<file path="src/rtl/cpu6_mtimer_if.sv">
// ---------------------------------------------------------------------------
// cpu6_mtimer_if
// Data-bus port between the cpu6 M-stage load/store path and the machine
// timer window.
//   sel        decoder hit for the timer window
//   re         load strobe
//   memwrite   store strobe
//   addr       byte offset inside the window (low two bits ignored)
//   writedata  store data
//   readdata   load data, returned in the same cycle as the strobe
// ---------------------------------------------------------------------------
interface cpu6_mtimer_if #(
    parameter int XLEN   = 32,
    parameter int OFFS_W = 5
) ();
    logic              sel;
    logic              re;
    logic              memwrite;
    logic [OFFS_W-1:0] addr;
    logic [XLEN-1:0]   writedata;
    logic [XLEN-1:0]   readdata;

    modport master (
        output sel, re, memwrite, addr, writedata,
        input  readdata
    );

    modport slave (
        input  sel, re, memwrite, addr, writedata,
        output readdata
    );
endinterface

</file>
<file path="src/rtl/cpu6_mtimer.sv">
// ---------------------------------------------------------------------------
// cpu6_mtimer
// RISC-V machine timer (mtime / mtimecmp) with a programmable prescaler,
// mapped as five 32-bit words on the cpu6 data bus.
//   clk        single rising-edge clock
//   reset      asynchronous, active-low reset
//   bus        slave side of cpu6_mtimer_if (decode, strobes, data)
//   tmr_irq_r  registered level interrupt: mtime >= mtimecmp
// Word map: 0 MTIME_LO, 1 MTIME_HI (reads the hi-shadow), 2 MTIMECMP_LO,
// 3 MTIMECMP_HI, 4 CTRL {DIV[15:8], EN[0]}, 5..7 unmapped (read as zero).
// ---------------------------------------------------------------------------
module cpu6_mtimer #(
    parameter int          XLEN      = 32,
    parameter int          OFFS_W    = 5,
    parameter logic [63:0] CMP_RESET = 64'hFFFF_FFFF_FFFF_FFFF
) (
    input  logic            clk,
    input  logic            reset,
    cpu6_mtimer_if.slave    bus,
    output logic            tmr_irq_r
);
    localparam int WIDX_W = OFFS_W - 2;
    localparam logic [WIDX_W-1:0] IDX_MTIME_LO = WIDX_W'(3'd0);
    localparam logic [WIDX_W-1:0] IDX_MTIME_HI = WIDX_W'(3'd1);
    localparam logic [WIDX_W-1:0] IDX_CMP_LO   = WIDX_W'(3'd2);
    localparam logic [WIDX_W-1:0] IDX_CMP_HI   = WIDX_W'(3'd3);
    localparam logic [WIDX_W-1:0] IDX_CTRL     = WIDX_W'(3'd4);

    logic [63:0]       mtime_q, mtime_d;
    logic [63:0]       mtimecmp_q, mtimecmp_d;
    logic              en_q, en_d;
    logic [7:0]        div_q, div_d;
    logic [7:0]        pc_q, pc_d;
    logic [XLEN-1:0]   shadow_q, shadow_d;
    logic              irq_q, irq_d;

    logic              wr_s;
    logic              rd_s;
    logic [WIDX_W-1:0] idx_s;
    logic              tick_s;
    logic              ctrl_wr_s;
    logic              unused_addr_s;

    assign wr_s          = bus.sel & bus.memwrite;
    assign rd_s          = bus.sel & bus.re;
    assign idx_s         = bus.addr[OFFS_W-1:2];
    assign ctrl_wr_s     = wr_s & (idx_s == IDX_CTRL);
    assign tick_s        = en_q & (pc_q == div_q);
    // Byte lanes inside a word are not decoded.
    assign unused_addr_s = ^bus.addr[1:0];

    // Prescaler: counts enabled cycles, restarts its phase on any CTRL store.
    always_comb begin
        pc_d = pc_q;
        if (ctrl_wr_s) begin
            pc_d = 8'd0;
        end else if (tick_s) begin
            pc_d = 8'd0;
        end else if (en_q) begin
            pc_d = pc_q + 8'd1;
        end else begin
            pc_d = pc_q;
        end
    end

    // Register file next state: software stores win over the tick increment.
    always_comb begin
        mtime_d    = mtime_q;
        mtimecmp_d = mtimecmp_q;
        en_d       = en_q;
        div_d      = div_q;
        if (wr_s && (idx_s == IDX_MTIME_LO)) begin
            // A store to either half swallows this cycle's tick; no carry.
            mtime_d = {mtime_q[63:32], bus.writedata};
        end else if (wr_s && (idx_s == IDX_MTIME_HI)) begin
            mtime_d = {bus.writedata, mtime_q[31:0]};
        end else if (tick_s) begin
            mtime_d = mtime_q + 64'd1;
        end else begin
            mtime_d = mtime_q;
        end
        if (wr_s && (idx_s == IDX_CMP_LO)) begin
            mtimecmp_d = {mtimecmp_q[63:32], bus.writedata};
        end else if (wr_s && (idx_s == IDX_CMP_HI)) begin
            mtimecmp_d = {bus.writedata, mtimecmp_q[31:0]};
        end else begin
            mtimecmp_d = mtimecmp_q;
        end
        if (ctrl_wr_s) begin
            en_d  = bus.writedata[0];
            div_d = bus.writedata[15:8];
        end else begin
            en_d  = en_q;
            div_d = div_q;
        end
    end

    // Hi-shadow: a MTIME_LO load freezes the upper half for a later MTIME_HI load.
    always_comb begin
        shadow_d = shadow_q;
        if (rd_s && (idx_s == IDX_MTIME_LO)) begin
            shadow_d = mtime_q[63:32];
        end else begin
            shadow_d = shadow_q;
        end
    end

    // Interrupt condition from the registered values, one edge of latency.
    always_comb begin
        irq_d = (mtime_q >= mtimecmp_q);
    end

    // Zero-latency load data; idle bus and unmapped words read as zero.
    always_comb begin
        bus.readdata = {XLEN{1'b0}};
        if (rd_s) begin
            case (idx_s)
                IDX_MTIME_LO: bus.readdata = mtime_q[31:0];
                IDX_MTIME_HI: bus.readdata = shadow_q;
                IDX_CMP_LO:   bus.readdata = mtimecmp_q[31:0];
                IDX_CMP_HI:   bus.readdata = mtimecmp_q[63:32];
                IDX_CTRL:     bus.readdata = {16'h0000, div_q, 7'h00, en_q};
                default:      bus.readdata = {XLEN{1'b0}};
            endcase
        end else begin
            bus.readdata = {XLEN{1'b0}};
        end
    end

    // State registers, asynchronously cleared.
    always_ff @(posedge clk or negedge reset) begin
        if (!reset) begin
            mtime_q    <= 64'd0;
            mtimecmp_q <= CMP_RESET;
            en_q       <= 1'b0;
            div_q      <= 8'd0;
            pc_q       <= 8'd0;
            shadow_q   <= {XLEN{1'b0}};
            irq_q      <= 1'b0;
        end else begin
            mtime_q    <= mtime_d;
            mtimecmp_q <= mtimecmp_d;
            en_q       <= en_d;
            div_q      <= div_d;
            pc_q       <= pc_d;
            shadow_q   <= shadow_d;
            irq_q      <= irq_d;
        end
    end

    assign tmr_irq_r = irq_q;

endmodule

</file>
<file path="src/flat_wrapper.sv">
// flat-port wrapper written by rule: the top's interface ports become plain ports
module cpu6_mtimer_flat 
#(
    parameter int          XLEN      = 32,
    parameter int          OFFS_W    = 5,
    parameter logic [63:0] CMP_RESET = 64'hFFFF_FFFF_FFFF_FFFF
)
  (clk, reset, tmr_irq_r, bus_sel, bus_re, bus_memwrite, bus_addr, bus_writedata, bus_readdata);
  cpu6_mtimer_if #(.XLEN(XLEN), .OFFS_W(OFFS_W)) bus_i ();
  input  logic clk;
  input  logic reset;
  output logic tmr_irq_r;
  input wire logic [$bits(bus_i.sel)-1:0] bus_sel;
  input wire logic [$bits(bus_i.re)-1:0] bus_re;
  input wire logic [$bits(bus_i.memwrite)-1:0] bus_memwrite;
  input wire logic [$bits(bus_i.addr)-1:0] bus_addr;
  input wire logic [$bits(bus_i.writedata)-1:0] bus_writedata;
  output wire logic [$bits(bus_i.readdata)-1:0] bus_readdata;
  assign bus_i.sel = bus_sel;
  assign bus_i.re = bus_re;
  assign bus_i.memwrite = bus_memwrite;
  assign bus_i.addr = bus_addr;
  assign bus_i.writedata = bus_writedata;
  assign bus_readdata = bus_i.readdata;
  cpu6_mtimer #(.XLEN(XLEN), .OFFS_W(OFFS_W), .CMP_RESET(CMP_RESET)) u_core (.clk(clk), .reset(reset), .bus(bus_i), .tmr_irq_r(tmr_irq_r));
endmodule
</file>
<file path="config.mk">
export PLATFORM = sky130hd
export DESIGN_NAME = cpu6_mtimer_flat
export DESIGN_NICKNAME = d
export VERILOG_FILES = /design/src/rtl/cpu6_mtimer_if.sv /design/src/rtl/cpu6_mtimer.sv /design/src/flat_wrapper.sv
export SDC_FILE = /design/constraint.sdc
export NUM_CORES = 1
export LEC_CHECK = 0
export ABC_AREA = 1
export BUFFER_PORTS_ARGS = -buffer_cell sky130_fd_sc_hd__buf_2
export CORE_ASPECT_RATIO = 1.2
export CORE_MARGIN = 4
export CORE_UTILIZATION = 58
export CTS_BUF_LIST = sky130_fd_sc_hd__clkbuf_8
export DETAILED_ROUTE_END_ITERATION = 12
export PLACE_DENSITY = 0.81
export SLEW_MARGIN = 40
export SYNTH_ARGS = -nofsm -noshare
export SYNTH_HDL_FRONTEND = slang
export SYNTH_SLANG_ARGS = --single-unit
export TNS_END_PERCENT = 1
</file>
<file path="constraint.sdc">
create_clock -name clk -period 1.6 [get_ports clk]
set_input_delay 0.16 -clock clk [delete_from_list [all_inputs] [get_ports clk]]
set_output_delay 0.16 -clock clk [all_outputs]
set_load 0.05 [all_outputs]
</file>
==> results of run 1 <==
==> metrics by stage <==
| step | utilization | cells | setup TNS [ns] | worst slack (ns) | total power, mW |
|---|---|---|---|---|---|
| floorplan | - | 1813 | -2.33 | -0.181 | 12.4 |
| finish | 0.814 | 2443 | -19.90 | -0.441 | 22.2 |
| CTS | 0.794 | 2439 | -14.48 | -0.384 | 20.8 |
| detailed placement | 0.732 | 2387 | -15.74 | -0.412 | 16.7 |
| global placement | 0.732 | 2387 | -10.99 | -0.375 | 16.3 |
| global route | 0.814 | 2443 | -26.79 | -0.507 | 23.3 |
==> how the worst min path moves through the flow <==
| stage | startpoint | end | slack, ns | depth (start not counted) |
|---|---|---|---|---|
| CTS | bus_writedata[13] | u_core.mtimecmp_q[45] | 0.00005 | 3 |
| finish | bus_writedata[20] | u_core.mtime_q[20] | 0.01 | 3 |
| detailed placement | reset | u_core.mtime_q[2] | 0.09 | 1 |
| global placement | reset | u_core.mtime_q[2] | 0.08 | 1 |
| global route | bus_writedata[20] | u_core.mtime_q[20] | 0.008 | 3 |
| floorplan | reset | u_core.div_q[0] | -0.14 | 0 |
==> report_power, final <==
part / switching, mW / total [mW] / internal (mW)
registers: 1.49 / 7.59 / 6.11
logic: 6.46 / 11.0 / 4.56
clock network: 2.16 / 3.54 / 1.38
==> routing by layer <==
| metal | track usage | up-vias | part of all wire |
|---|---|---|---|
| met2 | 0.711 | 1171 | 0.46 |
| li1 | - | 6600 | - |
| met1 | 0.532 | 7057 | 0.35 |
| met3 | 0.0706 | 385 | 0.096 |
| met5 | 0 | - | 0 |
| met4 | 0.335 | 0 | 0.099 |
==> cell type report <==
class,instances,area (um2),area share
Multi-Input combinational cell,1344,7470,0.438
Sequential cell,178,4550,0.267
Timing Repair Buffer,391,3400,0.199
Inverter,228,865,0.0507
Tap cell,270,338,0.0198
Clock buffer,17,234,0.0137
Clock inverter,15,208,0.0122
==> worst max-delay path, delay by kind of cell (launching register included) <==
kind	cells	cell delay, ns
adders and majority gates	1	0.32
DFF	1	0.58
buffers and inverters	2	0.13
and+or+nand+nor	11	0.90
==> synthesized netlist by cell type (all sizes together), types with 2 or more instances <==
cell type  number  area [um2]
o21ai         187         936
nor2          204         848
inv           227         855
o221ai          3        26.3
clkbuf         39         146
o21a            2        15.0
dfstp          64        1680
a31oi          10        62.6
dfrtp         114        2850
xnor2          10        87.6
o22ai          42         263
buf            24         134
a21oi          60         304
xor2            4        35.0
nand2         566        2170
nand3         131         671
nor3           11        60.1
nand4          22         138
a221oi         20         175
ha             66         826
==> what timing repair did <==
action                                  in CTS  in global routing
pin swaps                                   18                 31
hold buffers                                18                  0
setup buffers                                3                  4
hold endpoints to repair                   160                  0
resized for setup                          201                105
endpoints found under the setup margin      97                 98
==> cells by family (layout without fill, tap and decap cells) <==
group	count (synthesis)	in the layout
flip-flops	178	178
AO/OA/AOI/OAI	327	327
adder cells (fa/ha/maj)	66	66
buffers and inverters	291	651
AND/OR/NAND/NOR	937	937
XOR/XNOR	14	14
==> flip-flops by register name (all words and copies together) (netlist names) <==
| register | flops |
|---|---|
| u_core.div_q | 8 |
| u_core.en_q | 1 |
| u_core.mtime_q | 64 |
| u_core.mtimecmp_q | 64 |
| u_core.pc_q | 8 |
| u_core.shadow_q | 32 |
| u_core.tmr_irq_r | 1 |
==> metrics list, run 1 <==
- Reported leakage power: 8.14 nW
- Most numerous cell on the critical path: nand2_1
* First-pass GRT wire length: 80,700 um
- Total length of routed wires: 55,500 um
- After layout, the worst setup slack is -0.441 ns.
- Number of detailed-routing iterations run before antenna repair: 12
- Skew-Pair Late Insertion Delay: 0.50 ns
- Setup violations remaining at the end of the flow were counted as 91.
- Once layout is done, the placed cells without fillers occupy 17,100 um2.
- Bufs on Longest Clock Path: 2
- Slowest cell on the critical path: dfstp_2
* DR DRC count: 1
- After clock tree synthesis, the clock-pin slew on the worst setup and hold paths is 0.12 ns.
- I/O Buffers: 72
* Most frequent standard cell in the layout excluding fill and tap cells: nand2_1
* Synth Cell Area: 12,300 um2
- WP data arrival: 2.43 ns
- Derived from the worst setup path, the maximum achievable clock frequency is 0.490 GHz.
- Critical path fanouts, max: 2
- Count of mapped cells out of synthesis: 1,813
- Following the worst setup path forward leads to its endpoint at u_core.tmr_irq_r.
- Of the total synthesized cell area, the portion taken by full adders, half adders and majority gates is 0.0670.
- Of the total synthesized cell area, the portion taken by XOR and XNOR cells is 0.00994.
- 0 antenna diodes ended up in the layout.
* Status: finished, violations left
- Post-synth net total: 1,921
- Clock skew on the completed layout was measured at 0.0234 ns.
* Top flip-flop cell by instance count after synthesis: dfrtp_1
- The number of cells on the worst reg-to-reg path is 14.
- STA puts the critical path data required time at 1.99 ns.
* Number of DRC markers in iteration 0: 1,859
* TritonCTS clock tree: built
- In the final routed layout, each cell accounts on average for 22.7 um.
- The net count of the finished layout is 2,268.
- The HPWL after detailed placement is 38,200 um.
- Die Area: 23,700 um2
- I/O pin count: 75
- The worst-case IR drop observed on VDD is 875 uV.
- Complex-gate fraction of the synthesized area: 0.146
- Crit end category: flip-flop
- Part of the cycle the worst path needs: 1.28
- The initial utilization of the core area, before any placement, comes to 0.588.
- After synthesis, the share of flip-flops with an asynchronous set or reset is 1.00.
* Number of antenna violations at the first check in global routing: 0
- The number of global-route vias before repair is 14,600.
- Number of nets with antenna violations after detailed routing: 0
* CTS buffer count: 17
* Critical R2R Capture: u_core.tmr_irq_r
- Min cycle time layout: 2.04 ns
- Worst min path class: input pin to flip-flop
- Setup repair after global routing could not meet its margin everywhere.
- The placed instances occupy a cell area of 15,300 um2.
- The critical path is of the flip-flop to flip-flop type.
* Total of flip-flops plus latches after synthesis: 178
* Total clock sinks: 178
- DIE HEIGHT: 168 um
- Area fraction in and, or, nand and nor cells after synthesis: 0.317
- The netlist uses 40 different library cells.
* Share of final-layout standard cells stronger than drive strength 1: 0.323
- After synthesis, the share of cell area in mux cells is 0.
- The filler cells instantiated in the layout total 1,318.
* Top library cells by usage in the layout, fill and taps aside: 529 x nand2_1, 257 x buf_4, 188 x inv_1
* Synth warn: 0
- A synthesized cell averages 6.80 um2.
- The floorplan step set the die width to 141 um.
- Register-to-register path setup slack: -0.44 ns
- Global routing finished with a remaining overflow of 0.
- Core footprint: 21,000 um2
- Portion of the post-synthesis area used by sequential elements: 0.368
- Beginning of the critical path: u_core.mtimecmp_q[3]
- Across all hold checks on the routed design, the worst slack comes to 0.0130 ns.
- The routed layout has 15,200 vias.
- The clock tree synthesis step divided the H-tree into 4 levels.
- Area growth, synth to finish: 38.3%
* Number of max-cap violations: 0
* Final Max Slew Viols: 0
- Core Rows: 58
- The signal on the critical path passes through inv_2 > ha_1 > nand2_1 > inv_1 > nand2_1 > nand2_1 > nand2_1 > nand2_1 > nand2_1 > nand2_1 > nand2_1 > nand2_1 > nand2_1 > nand2_1.
- CP Launch Type: flip-flop
- Pin count of the biggest net entering global routing: 70
* Transition time of the tightest slew-check pin: 0.526 ns
- Final hold violation count: 0
- Failing checks: DRC, setup timing
* Reg2reg start: u_core.mtimecmp_q[3]
- Total power density per cell area: 1300 nW/um2
* Count of flip-flops with a built-in enable after synthesis: 0
* Slew headroom: 0.645
* CP peak stage delay: 0.58 ns
- Using the TritonRoute via totals, the vias-per-cell ratio works out to 6.23.
* Cell at the root of the clock tree: clkbuf_8
* Largest family of logic cells by synthesized area: simple AND/OR/NAND/NOR gates
* Routability Congestion: 1.09
- Global routing usage summed across all routing layers: 0.443
Note: power is estimated with default switching activity, not from simulation.
==> run 2: changes to the inputs <==
CORE_ASPECT_RATIO = unset   (was 1.2)
==> run 2 against run 1 <==
- the run ends with setup timing left
- die area is essentially flat
- final area shrank 1.3%
- worst hold slack gained 0.016 ns
- first-iteration DRC count grew 1.7%
- sequential power grew 1%
- clock skew shrank 0.00098 ns
- count of clock-buffer cells in the layout is the same
- largest cell class unchanged
- largest power group unchanged
==> metrics list, run 2 (synthesized netlist as in run 1, its figures left out) <==
- The flow ran to the end, but the final reports show violations.
- I/O Buffers: 72
* Final Skew: 0.0224 ns
* Worst setup slack after layout: -0.418 ns
* Pin count of the biggest net entering global routing: 65
* Top flop regs: u_core.mtime_q x64, u_core.mtimecmp_q x64, u_core.shadow_q x32
- Post-layout nets: 2,263
* Global routing usage summed across all routing layers: 0.420
- For this design the top-level I/O count stands at 75.
- The cell sitting at the root of the clock tree is a clkbuf_8.
* Final Max Slew Viols: 0
- Of all nets on the critical path, the largest fanout is 2.
* Starting utilization of the core area: 0.589
* Number of antenna violations at the first check in global routing: 0
* Die Area: 23,700 um2
- Setup violations remaining at the end of the flow were counted as 92.
* Total length of routed wires: 51,400 um
* Via count: 14,900
- The tightest hold path in the finished design has a slack of 0.0291 ns.
- The number of global-route vias before repair was 14,400.
* Top delay family on crit path: simple AND/OR/NAND/NOR gates
* Number of max-cap violations: 0
- In the final layout, the multi-input gates occupy 7380 um2.
* Total power consumption of the routed design: 21.7 mW
* Total power density per cell area: 1290 nW/um2
* Part of the cycle the worst path needs: 1.26
* Routability Congestion: 1.09
- Detailed placement ended at an HPWL of 37,100 um.
- For the worst setup path, the data arrival time is 2.43 ns.
* Global-route congestion overflow total: 0
- No sink is reached through more buffers than the 2 on the longest clock path.
- Per-cell routed wire length: 21.0 um
- Count of antenna diodes in the layout: 0
* Total clock sinks: 178
- CTS H-Tree Depth: 4
- The core region is 21,000 um2.
- Final-layout fill cell count: 1,443
* TritonCTS clock tree: built
- For the finished layout, the period the worst path requires is 2.02 ns.
- Transition time of the tightest slew-check pin: 0.491 ns
- Buffers inserted during clock tree synthesis total 17.
* Maximum VDD drop: 815 uV
- DR DRC count: 0
- Static timing analysis puts the maximum clock frequency at 0.496 GHz.
* Critical path required time: 2.01 ns
- Top library cells by usage in the layout, fill and taps aside: 529 x nand2_1, 256 x buf_4, 204 x inv_1
* Skew-Pair Late Insertion Delay: 0.48 ns
- CP Launch Type: flip-flop
* Number of detailed-routing iterations run before antenna repair: 6
- Chain of cells forming the critical path: inv_1 > ha_1 > nand2_1 > nor2_2 > buf_6 > nand3_4 > nor2_4 > nand2_1 > nand2_1 > nor2_2 > nand2_1 > nand2_1 > nand2_1
- The setup path with the least slack is of type flip-flop to flip-flop.
- Most numerous cell on the critical path: nand2_1
* Share of final-layout standard cells stronger than drive strength 1: 0.314
- On the worst path, the slowest cell contributes a delay of 0.55 ns.
* Core Rows: 53
* Crit end category: flip-flop
- Slowest cell on the critical path: dfstp_2
- The checks that failed: setup timing.
- Summing all flip-flop and latch instances after layout gives 4560 um2.
- The floorplan step set the die height to 154 um.
- The die is 154 um wide.
- Setup repair after global routing missed its margin: true
- Number of nets with antenna violations after detailed routing: 0
- In this run, placement finished with an instance count of 2,377.
- Leaving out fill and tap cells, the most frequent cell in the layout is nand2_1.
* Number of DRC markers in iteration 0: 1,891
- Clock transition at the register clock pins on the worst setup and hold paths after CTS: 0.11 ns
- The critical path contains buffers and inverters numbering 2 combined.
- Using the TritonRoute via totals, the vias-per-cell ratio works out to 6.11.
* Fin cells: 2,443
* Slew headroom: 0.672
- In this run the static leakage power is 8.06 nW.
- Final hold violation count: 0
- The area growth from synthesis to layout is 36.6%.
- Final Core Density: 0.804
- First-pass GRT wire length: 77,800 um
* Worst min path class: input pin to flip-flop
## run 2: changes by cell type in the layout (fill, tap and decap cells not counted), sizes merged
cell	change
buf	-8
bufinv	+1
clkbuf	-1
clkinv	-6
clkinvlp	+2
dlygate4sd3	+4
inv	+3
## run 2: metrics by stage
| step | TNS, ns | area (um2) | setup slack, ns |
|---|---|---|---|
| after floorplan | -2.33 | 12400 | -0.181 |
| after global placement | -11.59 | 15200 | -0.470 |
| after detailed placement | -15.24 | 15200 | -0.440 |
| after CTS | -15.73 | 16400 | -0.342 |
| after global routing | -25.69 | 16800 | -0.512 |
| final | -18.65 | 16800 | -0.418 |
## run 2: area by class of cell
| class | instances | area share |
|---|---|---|
| clock buffer | 17 | 0.0139 |
| clock inverter | 15 | 0.00944 |
| inverter | 228 | 0.0513 |
| multi-input combinational | 1344 | 0.438 |
| sequential | 178 | 0.271 |
| tap | 275 | 0.0204 |
| timing repair buffer | 386 | 0.196 |
## run 2: layer usage
layer	up-vias	wire [um]	global-route usage
met5	-	0	0
met4	0	3860	0.233
met3	274	5720	0.0912
met2	1089	22900	0.665
met1	6972	18900	0.536
li1	6588	-	-
## run 2: worst register-to-register path, stage by stage, from the launching register on
cell     delay (ns)
dfstp_2        0.55
inv_1          0.06
ha_1           0.30
nand2_1        0.09
nor2_2         0.19
buf_6          0.16
nand3_4        0.09
nor2_4         0.16
nand2_1        0.07
nand2_1        0.08
nor2_2         0.04
nand2_1        0.06
nand2_1        0.04
nand2_1        0.05
## run 2: worst paths after layout
kind | start | endpoint | slack [ns] | cells past startpoint
worst max register to register | u_core.mtimecmp_q[16] | u_core.tmr_irq_r | -0.42 | 13
min in group asynchronous | reset | u_core.div_q[0] | 0.18 | 2
worst min-delay path | bus_writedata[9] | u_core.mtimecmp_q[41] | 0.03 | 3
worst max-delay path | u_core.mtimecmp_q[16] | u_core.tmr_irq_r | -0.42 | 13
max in group asynchronous | reset | u_core.mtimecmp_q[53] | 0.72 | 3
worst min register to register | u_core.shadow_q[19] | u_core.shadow_q[19] | 0.50 | 2
## run 2: where the power goes
part           total, mW  internal [mW]  switching (mW)  leakage, nW
Sequential          7.67           6.12            1.55         2.12
Combinational       10.7           4.52            6.19         5.74
Clock               3.35           1.42            1.93        0.204
Total               21.7           12.1            9.67         8.06
## run 2: what timing repair did
action,4_1_cts,5_1_grt
hold endpoints to repair,97,0
gates resized for setup,174,114
pin swaps,22,29
setup buffers,10,2
setup endpoints to repair,97,97
hold buffers,22,0
